==> config.mk <==
export PLATFORM = sky130hd
export DESIGN_NAME = bcd_timer_ctrl_flat
export DESIGN_NICKNAME = d
export VERILOG_FILES = /design/src/rtl/bcd_timer_ctrl_if.sv /design/src/rtl/bcd_timer_ctrl.sv /design/src/flat_wrapper.sv
export SDC_FILE = /design/constraint.sdc
export NUM_CORES = 1
export LEC_CHECK = 0
export CAP_MARGIN = 20
export CORE_ASPECT_RATIO = 1.4
export CORE_UTILIZATION = 37
export CTS_CLUSTER_SIZE = 12
export DETAILED_ROUTE_END_ITERATION = 8
export PLACE_DENSITY_LB_ADDON = 0.12
export SLEW_MARGIN = 10
export SYNTH_ARGS = -nofsm -noshare
export SYNTH_HDL_FRONTEND = slang
export SYNTH_SLANG_ARGS = --single-unit
==> constraint.sdc <==
create_clock -name clk -period 2.45 [get_ports clk]
set_clock_uncertainty 0.2 [all_clocks]
set_input_delay 0.6125 -clock clk [delete_from_list [all_inputs] [get_ports clk]]
set_output_delay 0.6125 -clock clk [all_outputs]
set_load 0.02 [all_outputs]
==> src/rtl/bcd_timer_ctrl_if.sv <==
// Control/status bundle for the BCD down-counting timer.
// The master drives the run controls and the preset; the slave returns the count and status.
interface bcd_timer_ctrl_if;
    logic       start;
    logic       pause;
    logic       abort;
    logic [3:0] preset_tens;
    logic [3:0] preset_ones;
    logic [3:0] q_tens;
    logic [3:0] q_ones;
    logic       busy;
    logic       done;
    logic       err;

    modport master (
        output start, pause, abort, preset_tens, preset_ones,
        input  q_tens, q_ones, busy, done, err
    );

    modport slave (
        input  start, pause, abort, preset_tens, preset_ones,
        output q_tens, q_ones, busy, done, err
    );
endinterface

==> src/rtl/bcd_timer_ctrl.sv <==
// Two-digit BCD down-counter timer with a prescaler and an IDLE/RUN/PAUSE/DONE control FSM.
// All outputs come straight from flops; clear is an asynchronous active-high reset.
module bcd_timer_ctrl #(
    parameter int unsigned PRESCALE = 4
) (
    input  logic              clk,
    input  logic              clear,
    bcd_timer_ctrl_if.slave   bus
);
    localparam int unsigned PRE_W    = 8;
    localparam int unsigned DIGIT_W  = 4;
    localparam logic [PRE_W-1:0]   PRE_LAST = PRE_W'(PRESCALE - 1);
    localparam logic [DIGIT_W-1:0] NINE     = DIGIT_W'(9);

    typedef enum logic [1:0] {IDLE, RUN, PAUSE, DONE} state_t;

    state_t               state, state_nx;
    logic [DIGIT_W-1:0]   tens, tens_nx;
    logic [DIGIT_W-1:0]   ones, ones_nx;
    logic [PRE_W-1:0]     pre, pre_nx;
    logic                 err, err_nx;
    logic                 busy, done;
    logic                 preset_ok_c;
    logic                 preset_zero_c;

    assign preset_ok_c   = (bus.preset_tens <= NINE) && (bus.preset_ones <= NINE);
    assign preset_zero_c = (bus.preset_tens == '0) && (bus.preset_ones == '0);

    // Next-state and next-datapath logic; every register holds unless told otherwise.
    always_comb begin
        state_nx = state;
        tens_nx  = tens;
        ones_nx  = ones;
        pre_nx   = pre;
        err_nx   = err;
        unique case (state)
            IDLE: begin
                if (bus.start) begin
                    if (!preset_ok_c) begin
                        err_nx = 1'b1;
                    end else begin
                        err_nx   = 1'b0;
                        tens_nx  = bus.preset_tens;
                        ones_nx  = bus.preset_ones;
                        pre_nx   = '0;
                        state_nx = preset_zero_c ? DONE : RUN;
                    end
                end
            end
            RUN: begin
                if (bus.abort) begin
                    tens_nx  = '0;
                    ones_nx  = '0;
                    pre_nx   = '0;
                    state_nx = IDLE;
                end else if (bus.pause) begin
                    state_nx = PAUSE;
                end else if (pre == PRE_LAST) begin
                    pre_nx = '0;
                    if (ones != '0) begin
                        ones_nx = ones - DIGIT_W'(1);
                    end else begin
                        ones_nx = NINE;
                        tens_nx = tens - DIGIT_W'(1);
                    end
                    // Reaching 00 finishes the run on this same edge.
                    if ((tens == '0) && (ones == DIGIT_W'(1))) begin
                        state_nx = DONE;
                    end
                end else begin
                    pre_nx = pre + PRE_W'(1);
                end
            end
            PAUSE: begin
                if (bus.abort) begin
                    tens_nx  = '0;
                    ones_nx  = '0;
                    pre_nx   = '0;
                    state_nx = IDLE;
                end else if (!bus.pause) begin
                    state_nx = RUN;
                end
            end
            DONE: begin
                state_nx = IDLE;
            end
            default: begin
                state_nx = IDLE;
            end
        endcase
    end

    // State and datapath registers; busy/done are registered from the next state.
    always_ff @(posedge clk or posedge clear) begin
        if (clear) begin
            state <= IDLE;
            tens  <= '0;
            ones  <= '0;
            pre   <= '0;
            err   <= 1'b0;
            busy  <= 1'b0;
            done  <= 1'b0;
        end else begin
            state <= state_nx;
            tens  <= tens_nx;
            ones  <= ones_nx;
            pre   <= pre_nx;
            err   <= err_nx;
            busy  <= (state_nx == RUN) || (state_nx == PAUSE);
            done  <= (state_nx == DONE);
        end
    end

    assign bus.q_tens = tens;
    assign bus.q_ones = ones;
    assign bus.busy   = busy;
    assign bus.done   = done;
    assign bus.err    = err;
endmodule

==> src/flat_wrapper.sv <==
// flat-port wrapper written by rule: the top's interface ports become plain ports
module bcd_timer_ctrl_flat 
#(
    parameter int unsigned PRESCALE = 4
)
  (clk, clear, bus_start, bus_pause, bus_abort, bus_preset_tens, bus_preset_ones, bus_q_tens, bus_q_ones, bus_busy, bus_done, bus_err);
  bcd_timer_ctrl_if bus_i ();
  input  logic clk;
  input  logic clear;
  input wire logic [$bits(bus_i.start)-1:0] bus_start;
  input wire logic [$bits(bus_i.pause)-1:0] bus_pause;
  input wire logic [$bits(bus_i.abort)-1:0] bus_abort;
  input wire logic [$bits(bus_i.preset_tens)-1:0] bus_preset_tens;
  input wire logic [$bits(bus_i.preset_ones)-1:0] bus_preset_ones;
  output wire logic [$bits(bus_i.q_tens)-1:0] bus_q_tens;
  output wire logic [$bits(bus_i.q_ones)-1:0] bus_q_ones;
  output wire logic [$bits(bus_i.busy)-1:0] bus_busy;
  output wire logic [$bits(bus_i.done)-1:0] bus_done;
  output wire logic [$bits(bus_i.err)-1:0] bus_err;
  assign bus_i.start = bus_start;
  assign bus_i.pause = bus_pause;
  assign bus_i.abort = bus_abort;
  assign bus_i.preset_tens = bus_preset_tens;
  assign bus_i.preset_ones = bus_preset_ones;
  assign bus_q_tens = bus_i.q_tens;
  assign bus_q_ones = bus_i.q_ones;
  assign bus_busy = bus_i.busy;
  assign bus_done = bus_i.done;
  assign bus_err = bus_i.err;
  bcd_timer_ctrl #(.PRESCALE(PRESCALE)) u_core (.clk(clk), .clear(clear), .bus(bus_i));
endmodule
======== Yosys cells after proc, flatten, opt, wreduce, memory -nomap -nowiden ========
Index checks and enable logic that the tools add are counted.
cells by class
  equal/unequal tests ..................... 14
  reduce and logical (&&, ||, !) cells .... 14
  multiplexer cells ....................... 33
  add/subtract/negate cells ............... 3
  magnitude comparators ................... 2
operators by type and width
  operator                                          number
  2-to-1 mux 4 bit                                  13
  2-to-1 mux 8 bit                                  6
  one-hot mux 4 bit (3 select lines)                2
  one-hot mux 8 bit (3 select lines)                1
  2-to-1 mux 2 bit                                  9
  zero test 4 bit                                   3
  adder 8 x 1 -> 8 bit, second input constant       1
  == test 2 bit, second input constant              4
  == test 8 x 2 -> 1 bit, second input constant     1
  <= comparator 4 bit, second input constant        2
  one-hot mux 2 bit (4 select lines)                1
  subtractor 4 x 1 -> 4 bit, second input constant  2
  AND reduction 7 bit                               1
  != test 3 bit, second input constant              2
  AND reduction 6 bit                               1
  AND reduction 5 bit                               1
  == test 2 x 1 -> 1 bit, second input constant     2
  == test 4 x 1 -> 1 bit, second input constant     1
  != test 2 bit, second input constant              2
  nonzero test 4 bit                                1
  logical AND 1 bit                                 3
  != test 3 x 2 -> 1 bit, second input constant     1
  nonzero test 3 bit                                1
  zero test 2 bit                                   1
  4 further kinds                                   4
storage, ports and cells
  input bits .............................. 13
  logic and storage cells ................. 73
  register bits ........................... 21

======== Logic depth before layout (Yosys ltp) ========
Gate-level depths: netlist of run 1.
  depth after elaboration ................. 9
  depth in mapped cells ................... 8

======== Worst setup path before layout of run 1 ========
OpenSTA, ideal clock, no wires.
  path kind ............................... register -> register
  from .................................... register u_core.state[1]
  to ...................................... register u_core.ones[0], in the netlist u_core.bus.q_ones[0]
  stages on the path, launching flop included .. 7
  clock period less this slack ............ 2,126 ps
  setup slack ............................. 324 ps
  arrival time ............................ 1,801 ps
  data required time ...................... 2,125 ps
  buffers on the path ..................... 0
  setup time .............................. 125 ps
  path through ............................ dfrtp_1 > inv_1 > ha_1 > a21oi_1 > o221ai_2 > or3_4 > mux2_4
between the ends
  longest elaborated chain between the ends .. 3
ends and longest elaborated chain
  item                                                      RTL line               source
  from (decl)                                               bcd_timer_ctrl.sv:17   state_t state, state_nx;
  from (signal assigned)                                    bcd_timer_ctrl.sv:104  state <= state_nx;
  == test 2 x 1 -> 1 bit (tied with other cells)            bcd_timer_ctrl.sv:36   unique case (state)
  != test 3 x 2 -> 1 bit (no line) (tied with other cells)  n/a
  AND reduction 6 bit (no line)                             n/a
  to (signal assigned)                                      bcd_timer_ctrl.sv:106  ones <= ones_nx;
  to (decl)                                                 bcd_timer_ctrl.sv:19   logic [DIGIT_W-1:0] ones, ones_nx;
Parallel ways exist; a longest one is shown, timed or not.
A chain may end at the register's enable or synchronous reset.

======== Worst setup path after layout of run 1 ========
  from .................................... input bus_preset_tens[3]
  to ...................................... register u_core.ones[0], in the netlist u_core.bus.q_ones[0]
between the ends
  longest elaborated chain between the ends .. 4
ends and longest elaborated chain
  item                              RTL line              source
  from (decl)                       flat_wrapper.sv:13    input wire logic [$bits(bus_i.preset_tens)-1:0] bus_preset_tens;
  <= comparator 4 bit               bcd_timer_ctrl.sv:26  assign preset_ok_c = (bus.preset_tens <= NINE) && (bus.preset_ones <= NINE);
  logical AND 1 bit                 bcd_timer_ctrl.sv:26
  != test 2 x 1 -> 1 bit (no line)  n/a
  AND reduction 6 bit (no line)     n/a
No other way between the ends.

==> metrics.yaml, run 1 <==
run_status:
  outcome: "completed"
grt:
  grtUsageTotal_pct: 20.2
  antenna_found_initial: 0
  grt_max_degree: 13
  grt_overflow: 0
  grt_pass1_wl_mm: 6.44
  grt_pass1_vias: 1446
route:
  num_vias: 1429
  drt_iter0_drc: 48
  vias_per_cell: 5.76
  drt_first_pass_iters: 4
  ant_nets: 0
  wl_per_cell_um: 15.9
  wl_mm: 3.95
  drcViolationCount: 0
yosys:
  synth_area_leader_cell: "dfrtp_1"
  yosysMostFrequentCell: "dfrtp_1"
  synth.avg_cell_area_um2: 9.31
  syn_inst: 157
  synthTopCellsByCount: "dfrtp_1, inv_1, nor2_1, o21ai_0, ha_1"
  synth_edf_count: 0
  synth-seq-area-share_pct: 36.0
  netlist_area_um2: 1460
  ys_types: 44
  synthTopCellsByArea: "dfrtp_1, ha_1, o21ai_0, a211oi_1, inv_1"
  async_flop_share_pct: 100
  ys_dominant_reg_cell: "dfrtp_1"
  yosysWarnings: 0
  syn-num-nets: 179
  yosysTopAreaCellShare_pct: 36.0
  synth.ff_latch_count: 21
critical_path:
  reg2reg_from: "u_core.state[1]$_DFF_PP0_"
  reg2reg_slack_ns: 0.18
  cp.depth: 5
  arrival_ns: 2.28
  max_stage_delay_ns: 0.55
  reg2reg_to: "u_core.bus.q_ones[0]$_DFFE_PP0P_"
  crit_chain: "clkdlybuf4s50_1 > o21ai_1 > a21boi_1 > or3_4 > mux2_4"
  cp_max_fo: 4
  cp-endpoint: "u_core.bus.q_ones[0]$_DFFE_PP0P_"
  cp_data_required_time_ns: 2.40
  critPathKind: "in -> reg"
  cp-end-kind: "flop"
  crit_path_top_delay_cell: "clkdlybuf4s50_1"
  worst_setup_path_start_kind: "primary input"
  timing.critical_path.buf_inv: 1
  cp_top_family: "compound AO/OA/AOI/OAI gates"
  crit_start: "bus_preset_tens[3]"
  rr_worst_depth: 6
layout:
  stdcell_count: 248
  area_delta_synth_final_pct: 35.3
  drive_above_1_share_pct: 20.4
  nets: 229
  regArea_um2: 526
  n_fill_cell: 362
  n_antenna_cell: 0
  design_area_um2: 1980
  multi_input_area_um2: 872
power_and_ir_drop:
  pwr_density_cell_nw_per_um2: 1100
  peakVddDrop_mv: 0.579
  p_leak_nw: 0.844
  fin_total_pwr_w: 0.00218
sta:
  setup_viol: 0
  post-route-period-util_pct: 95.1
  max_freq_mhz: 429
  rsz0062_at_grt: "yes"
  drv_slew: 0
  period_minus_slack_ns: 2.33
  worst_slew_pin_slew_ns: 0.491
  hold_violations: 0
  tns_ns: 0
  relSlewSlack_pct: 67.2
flow_run:
  drv_cap: 0
clock_tree:
  cts.path.max_buffers: 2
  cts_tree: "yes"
  path_clk_slew_ns: 0.08
  root_buffer: "clkbuf_8"
  clock_latency_ns: 0.26
  h-tree-depth: 1
  cts_buffers: 3
  cts.hold.buffers_added: 0
  clock-sinks: 21
placed_design:
  placed_area_um2: 1920
  portBuffers: 23
  place_congestion: 0.882
  dp_hpwl_mm: 3.07
  dp_cells: 243
floorplan:
  dieArea_um2: 4210
  coreArea_um2: 3710
  initial_core_util_pct: 39.4
  row_count: 26
  die_y_um: 76.4
  ios: 24
  die_w_um: 55.1
min_path:
  hold_class: "reg -> reg"
==> sequential cells by signal, indices dropped and copies added (netlist names) <==
register	flops
u_core.state	2
u_core.bus.q_ones	4
u_core.bus.done	1
u_core.bus.busy	1
u_core.pre	8
u_core.bus.q_tens	4
u_core.bus.err	1
==> logic make-up after synthesis <==
kind of cell,after synthesis,share of synthesized area [%]
compound gates,55,26.9
simple gates,50,21.5
flops,21,36.0
buf+inv,18,4.79
fa+ha+maj,9,7.71
mux,3,2.57
xor+xnor,1,0.599
==> per-layer routing <==
layer | routed length (µm) | up-vias | GRT usage, %
li1 | - | 713 | -
met1 | 1700 | 676 | 26.2
met2 | 2030 | 32 | 32.0
met3 | 113 | 8 | 2.40
met4 | 110 | 0 | 9.25
met5 | 0 | - | 0
==> area by class of cell <==
| type | instances | share of cell area [%] |
|---|---|---|
| clock buffer | 4 | 2.28 |
| inverter | 13 | 2.47 |
| multi-input combinational | 118 | 44.1 |
| sequential | 21 | 26.6 |
| tap | 42 | 2.66 |
| timing repair buffer | 50 | 21.9 |
==> placed cells by master (no fill, tap or decap), types with 4 or more instances in the layout <==
master	Yosys	final
buf_4	0	27
clkdlybuf4s50_1	0	23
dfrtp_1	21	21
inv_1	12	12
nor2_1	10	10
o21ai_0	10	10
ha_1	9	9
nand3_1	8	8
a21oi_1	7	7
a211oi_1	6	6
nand4_1	6	6
o22ai_1	5	5
o31ai_1	5	5
and3_1	4	4
nand2_1	4	4
o31a_1	4	4
==> through the flow <==
step	setup WS, ns	utilization, %	hold WS (ns)
4_1_cts	0.0867	52.9	0.342
3_3_place_gp	-0.149	51.7	0.307
2_1_floorplan	0.324	-	0.274
6_report	0.121	53.3	0.335
5_1_grt	-0.0188	53.3	0.379
3_5_place_dp	-0.191	51.7	0.332
==> how the worst min path moves through the flow <==
stage                                         start                        end  cells after the start
after floorplan           u_core.pre[0]$_DFFE_PP0P_  u_core.pre[0]$_DFFE_PP0P_                      1
after global placement    u_core.pre[0]$_DFFE_PP0P_  u_core.pre[0]$_DFFE_PP0P_                      1
after detailed placement  u_core.pre[0]$_DFFE_PP0P_  u_core.pre[0]$_DFFE_PP0P_                      1
after CTS                 u_core.pre[0]$_DFFE_PP0P_  u_core.pre[0]$_DFFE_PP0P_                      1
after global routing      u_core.pre[0]$_DFFE_PP0P_  u_core.pre[0]$_DFFE_PP0P_                      1
final                     u_core.pre[0]$_DFFE_PP0P_  u_core.pre[0]$_DFFE_PP0P_                      1
==> power breakdown <==
part	internal (W)	switching (W)	leakage [nW]	total [W]
clock	0.000116	0.000114	0.0228	0.000229
sequential	0.000449	0.000109	0.275	0.000558
combinational	0.000683	0.000704	0.546	0.00139
total	0.00125	0.000927	0.844	0.00218
==> repair_timing <==
item,in CTS,in global routing
gates resized for setup,0,2
setup endpoints to repair,0,3
setup buffers,0,1
(Power assumes the default switching activity.)
==> run 2: changes to the inputs <==
Settings changed: SETUP_SLACK_MARGIN set to 0.2, SKIP_LAST_GASP set to 1.
==> run 2 against run 1 <==
Effect of this change: worst setup slack improved by 0.13 ns; cell area increased by 5.8%; sequential cell count unchanged; global-route usage increased by 0.12 points.
==> metrics.yaml, run 2 (synthesized netlist as in run 1, its figures left out) <==
run_status:
  outcome: "completed"
critical_path:
  rr_worst_depth: 6
  reg2reg_to: "u_core.bus.q_ones[0]$_DFFE_PP0P_"
  cp_data_required_time_ns: 2.40
  cp-end-kind: "flop"
  arrival_ns: 2.15
  reg2reg_from: "u_core.state[0]$_DFF_PP0_"
  critPathKind: "in -> reg"
  crit_chain: "clkdlybuf4s50_1 > a21oi_2 > o221ai_4 > or3_4 > mux2_4"
  cp_max_fo: 4
  max_stage_delay_ns: 0.44
  crit_path_top_delay_cell: "clkdlybuf4s50_1"
  worst_setup_path_start_kind: "primary input"
  reg2reg_slack_ns: 0.27
power_and_ir_drop:
  peakVddDrop_mv: 0.660
  p_seq_share_pct: 24.9
  p_sw_w: 0.00100
  switching_share_pct: 43.6
  clkPwrFrac_pct: 10.1
  p_leak_nw: 0.909
  intPower_w: 0.00129
  pwr_density_cell_nw_per_um2: 1100
  fin_total_pwr_w: 0.00229
  p_comb_share_pct: 65.1
route:
  drt_iter0_drc: 61
  drt_first_pass_iters: 4
  vias_per_cell: 5.85
  ant_nets: 0
  drcViolationCount: 0
  wl_per_cell_um: 16.6
  num_vias: 1450
  wl_mm: 4.13
sta:
  period_minus_slack_ns: 2.20
  rsz0062_at_grt: "yes"
  whs_ns: 0.335
  max_freq_mhz: 455
  post-route-period-util_pct: 89.7
  hold_violations: 0
  setup_viol: 0
  drv_slew: 0
  relSlewSlack_pct: 70.7
  worst_slew_pin_slew_ns: 0.436
layout:
  n_fill_cell: 350
  layout_common_cells: "buf_4, dfrtp_1, clkdlybuf4s50_1"
  multi_input_area_um2: 970
  stdcell_count: 248
  n_antenna_cell: 0
  final_common_cell: "buf_4"
  max_flop_register: "u_core.pre"
  area_delta_synth_final_pct: 43.1
  nets: 229
  regArea_um2: 527
  largest_reg_flops: 8
  final_util_pct: 56.4
  drive_above_1_share_pct: 27.2
min_path:
  hold_class: "reg -> reg"
  min-delay-start: "u_core.pre[0]$_DFFE_PP0P_"
  hold_path_end: "u_core.pre[0]$_DFFE_PP0P_"
  worstHoldPathCells: 1
floorplan:
  dieArea_um2: 4210
  die_w_um: 55.1
  ios: 24
  initial_core_util_pct: 39.4
  row_count: 26
  coreArea_um2: 3710
  die_y_um: 76.4
clock_tree:
  cts_tree: "yes"
  path_clk_slew_ns: 0.08
  root_buffer: "clkbuf_8"
  h-tree-depth: 1
  cts_buffers: 3
  clock-sinks: 21
  clock_latency_ns: 0.26
  cts.path.max_buffers: 2
  cts.hold.buffers_added: 0
grt:
  grt_max_degree: 13
  grt_pass1_wl_mm: 6.49
  grt_overflow: 0
  grtUsageTotal_pct: 20.3
  antenna_found_initial: 0
  grt_pass1_vias: 1462
placed_design:
  portBuffers: 23
  dp_cells: 243
  place_congestion: 0.882
  dp_hpwl_mm: 3.07
flow_run:
  drv_cap: 0
run 2: cell types whose count changed in the layout (fill, tap and decap cells not counted), sizes merged:
cell / previous run / this run
clkdlybuf4s50: 23 / 17
dlymetal6s2s: 0 / 5
clkinv: 1 / 0
clkinvlp: 0 / 1
dlygate4sd2: 0 / 1
run 2: metal layers:
metal	up-vias	global-route usage [%]	share of wire (%)
met5	-	0	0
met4	0	10.0	2.9
met2	28	32.2	52
li1	710	-	-
met3	10	2.40	2.2
met1	702	26.1	43
run 2: area by class of cell:
| type | count | area share (%) |
|---|---|---|
| Timing Repair Buffer | 50 | 21.2 |
| Tap cell | 42 | 2.51 |
| Clock buffer | 4 | 2.15 |
| Sequential cell | 21 | 25.2 |
| Inverter | 13 | 2.51 |
| Multi-Input combinational cell | 118 | 46.4 |
run 2: timing repair:
action                     in CTS  in global routing
buffers inserted                1                  0
pin swaps                       1                  3
setup endpoints to repair      11                 19
resized for setup               6                 25
run 2: worst max-delay path, delay by kind of cell:
kind / cells / cell delay, ns
buffers and inverters: 1 / 0.44
multiplexers: 1 / 0.30
AO/OA/AOI/OAI: 2 / 0.35
AND/OR/NAND/NOR: 1 / 0.44
run 2: power groups by stage:
| stage | sequential [W] | clock (W) | combinational, W |
|---|---|---|---|
| global placement | 0.000558 | 0 | 0.00134 |
| CTS | 0.000559 | 0.000238 | 0.00138 |
| floorplan | 0.000626 | 0 | 0.000776 |
| global route | 0.000589 | 0.000247 | 0.00161 |
| finish | 0.000570 | 0.000231 | 0.00149 |
| detailed placement | 0.000566 | 0 | 0.00136 |
run 2: metrics by stage:
stage	area [µm²]	setup slack (ns)	setup TNS (ns)
3_3_place_gp	1920	-0.149	-0.982
4_1_cts	1990	0.158	0
2_1_floorplan	1460	0.324	0
5_1_grt	2090	0.140	0
3_5_place_dp	1920	-0.191	-1.48
6_report	2090	0.253	0
run 2: worst max-delay path by stage:
stage / start / to / slack (ns) / cells after the start
floorplan: u_core.state[1]$_DFF_PP0_ / u_core.bus.q_ones[0]$_DFFE_PP0P_ / 0.32 / 6
global route: u_core.pre[0]$_DFFE_PP0P_ / u_core.bus.q_ones[1]$_DFFE_PP0P_ / 0.14 / 6
finish: bus_pause / u_core.bus.q_ones[0]$_DFFE_PP0P_ / 0.25 / 5
detailed placement: bus_preset_ones[1] / u_core.bus.q_tens[1]$_DFFE_PP0P_ / -0.19 / 5
CTS: bus_abort / u_core.bus.q_tens[1]$_DFFE_PP0P_ / 0.16 / 5
global placement: bus_preset_ones[1] / u_core.bus.q_tens[1]$_DFFE_PP0P_ / -0.15 / 5
==> run 3: changes to the inputs <==
Settings changed: CORE_MARGIN set to 2.
==> run 3 against run 2 <==
Effect of this change: sequential power fell by 1%; critical endpoint is now bus_q_tens[2]; highest routed layer unchanged; wire length rose by 2.7%; worst hold slack lost 0.0017 ns.
==> metrics.yaml, run 3 (synthesized netlist as in run 1, its figures left out) <==
floorplan:
  coreArea_um2: 3850
  dieArea_um2: 4480
  row_count: 27
  die_y_um: 78.4
  ios: 24
  initial_core_util_pct: 37.9
  die_w_um: 57.1
critical_path:
  cp_data_required_time_ns: 1.64
  arrival_ns: 1.38
  critPathKind: "reg -> out"
  max_stage_delay_ns: 0.65
  crit_path_top_delay_cell: "clkdlybuf4s50_1"
  timing.critical_path.buf_inv: 1
  cp.depth: 1
  cp-end-kind: "output pin"
  cp_top_family: "buffers and inverters"
  rr_worst_depth: 6
  cp_max_fo: 5
  crit_chain: "clkdlybuf4s50_1"
  worst_setup_path_start_kind: "flop"
layout:
  n_fill_cell: 370
  area_delta_synth_final_pct: 47.5
  largest_reg_flops: 8
  drive_above_1_share_pct: 30.4
  nets: 237
  final_common_cell: "buf_4"
  n_antenna_cell: 0
  regArea_um2: 526
  max_flop_register: "u_core.pre"
  layout_common_cells: "buf_4, dfrtp_1, clkdlybuf4s50_1"
  multi_input_area_um2: 972
route:
  wl_per_cell_um: 16.5
  drt_first_pass_iters: 4
  ant_nets: 0
  vias_per_cell: 5.87
  drcViolationCount: 0
  num_vias: 1509
  drt_iter0_drc: 24
  wl_mm: 4.24
placed_design:
  portBuffers: 23
  dp_hpwl_mm: 3.23
  place_ws_ns: -0.255
  place_congestion: 0.876
clock_tree:
  cts_tree: "yes"
  cts.path.max_buffers: 2
  clock_latency_ns: 0.26
  root_buffer: "clkbuf_8"
  cts_buffers: 3
  path_clk_slew_ns: 0.08
  h-tree-depth: 1
  clock-sinks: 21
sta:
  relSlewSlack_pct: 72.2
  hold_violations: 0
  drv_slew: 0
  worst_slew_pin_slew_ns: 0.413
  post-route-period-util_pct: 89.7
  setup_viol: 0
  rsz0062_at_grt: "no"
  whs_ns: 0.333
  period_minus_slack_ns: 2.20
  final.setup.worst_slack_ns: 0.253
  tns_ns: 0
  max_freq_mhz: 455
grt:
  grtUsageTotal_pct: 20.0
  antenna_found_initial: 0
  grt_pass1_wl_mm: 7.10
  grt_pass1_vias: 1588
  grt_max_degree: 22
  grt_overflow: 0
flow_run:
  drv_cap: 0
power_and_ir_drop:
  peakVddDrop_mv: 0.745
  pwr_density_cell_nw_per_um2: 1110
  p_leak_nw: 0.954
run_status:
  outcome: "completed"
min_path:
  hold_class: "reg -> reg"
  worstHoldPathCells: 1
[run 3: cell types whose count changed in the layout (fill, tap and decap cells not counted), sizes merged]
cell | previous run | this run
buf | 27 | 35
clkdlybuf4s50 | 17 | 16
dlymetal6s2s | 5 | 6
[run 3: repair_timing]
item / CTS / global route
endpoints found under the setup margin: 10 / 13
setup buffers: 1 / 5
hold buffers: 0 / 0
gates resized for setup: 8 / 24
pin swaps: 1 / 3
[run 3: routing by layer]
layer | GRT usage, % | vias up | share of wire (%)
met2 | 34.8 | 38 | 53
met5 | 0 | - | 0
met3 | 2.97 | 12 | 3.6
met1 | 23.7 | 734 | 41
met4 | 9.77 | 0 | 3.0
li1 | - | 725 | -
[run 3: area by class of cell]
class                      instances  area share (%)
clock buffer                       4            2.09
inverter                          13            2.44
timing repair buffer              58            23.5
tap                               43            2.50
sequential                        21            24.4
multi-input combinational        118            45.1
[run 3: final timing paths]
| path | start | end | slack [ns] |
|---|---|---|---|
| max | u_core.bus.q_tens[2]$_DFFE_PP0P_ | bus_q_tens[2] | 0.25 |
| min | u_core.pre[0]$_DFFE_PP0P_ | u_core.pre[0]$_DFFE_PP0P_ | 0.33 |
| max reg2reg | u_core.state[0]$_DFF_PP0_ | u_core.bus.q_tens[1]$_DFFE_PP0P_ | 0.29 |
| min reg2reg | u_core.pre[0]$_DFFE_PP0P_ | u_core.pre[0]$_DFFE_PP0P_ | 0.33 |
| max in group asynchronous | clear | u_core.bus.q_ones[3]$_DFFE_PP0P_ | 1.35 |
| min in group asynchronous | clear | u_core.pre[4]$_DFFE_PP0P_ | 0.48 |
[run 3: metrics by stage]
step / power (W) / utilization [%] / area [µm²] / std cells
after floorplan: 0.00140 / - / 1460 / 157
after global placement: 0.00193 / 50.4 / 1940 / 247
after detailed placement: 0.00197 / 50.4 / 1940 / 247
after CTS: 0.00223 / 52.4 / 2020 / 252
after global routing: 0.00257 / 56.0 / 2160 / 257
final: 0.00239 / 56.0 / 2160 / 257
[run 3: power by group]
group          total (W)  switching [W]  leakage, nW  internal [W]
sequential      0.000562       0.000112        0.275      0.000449
clock           0.000232       0.000116       0.0228      0.000116
combinational    0.00159       0.000786        0.656      0.000808
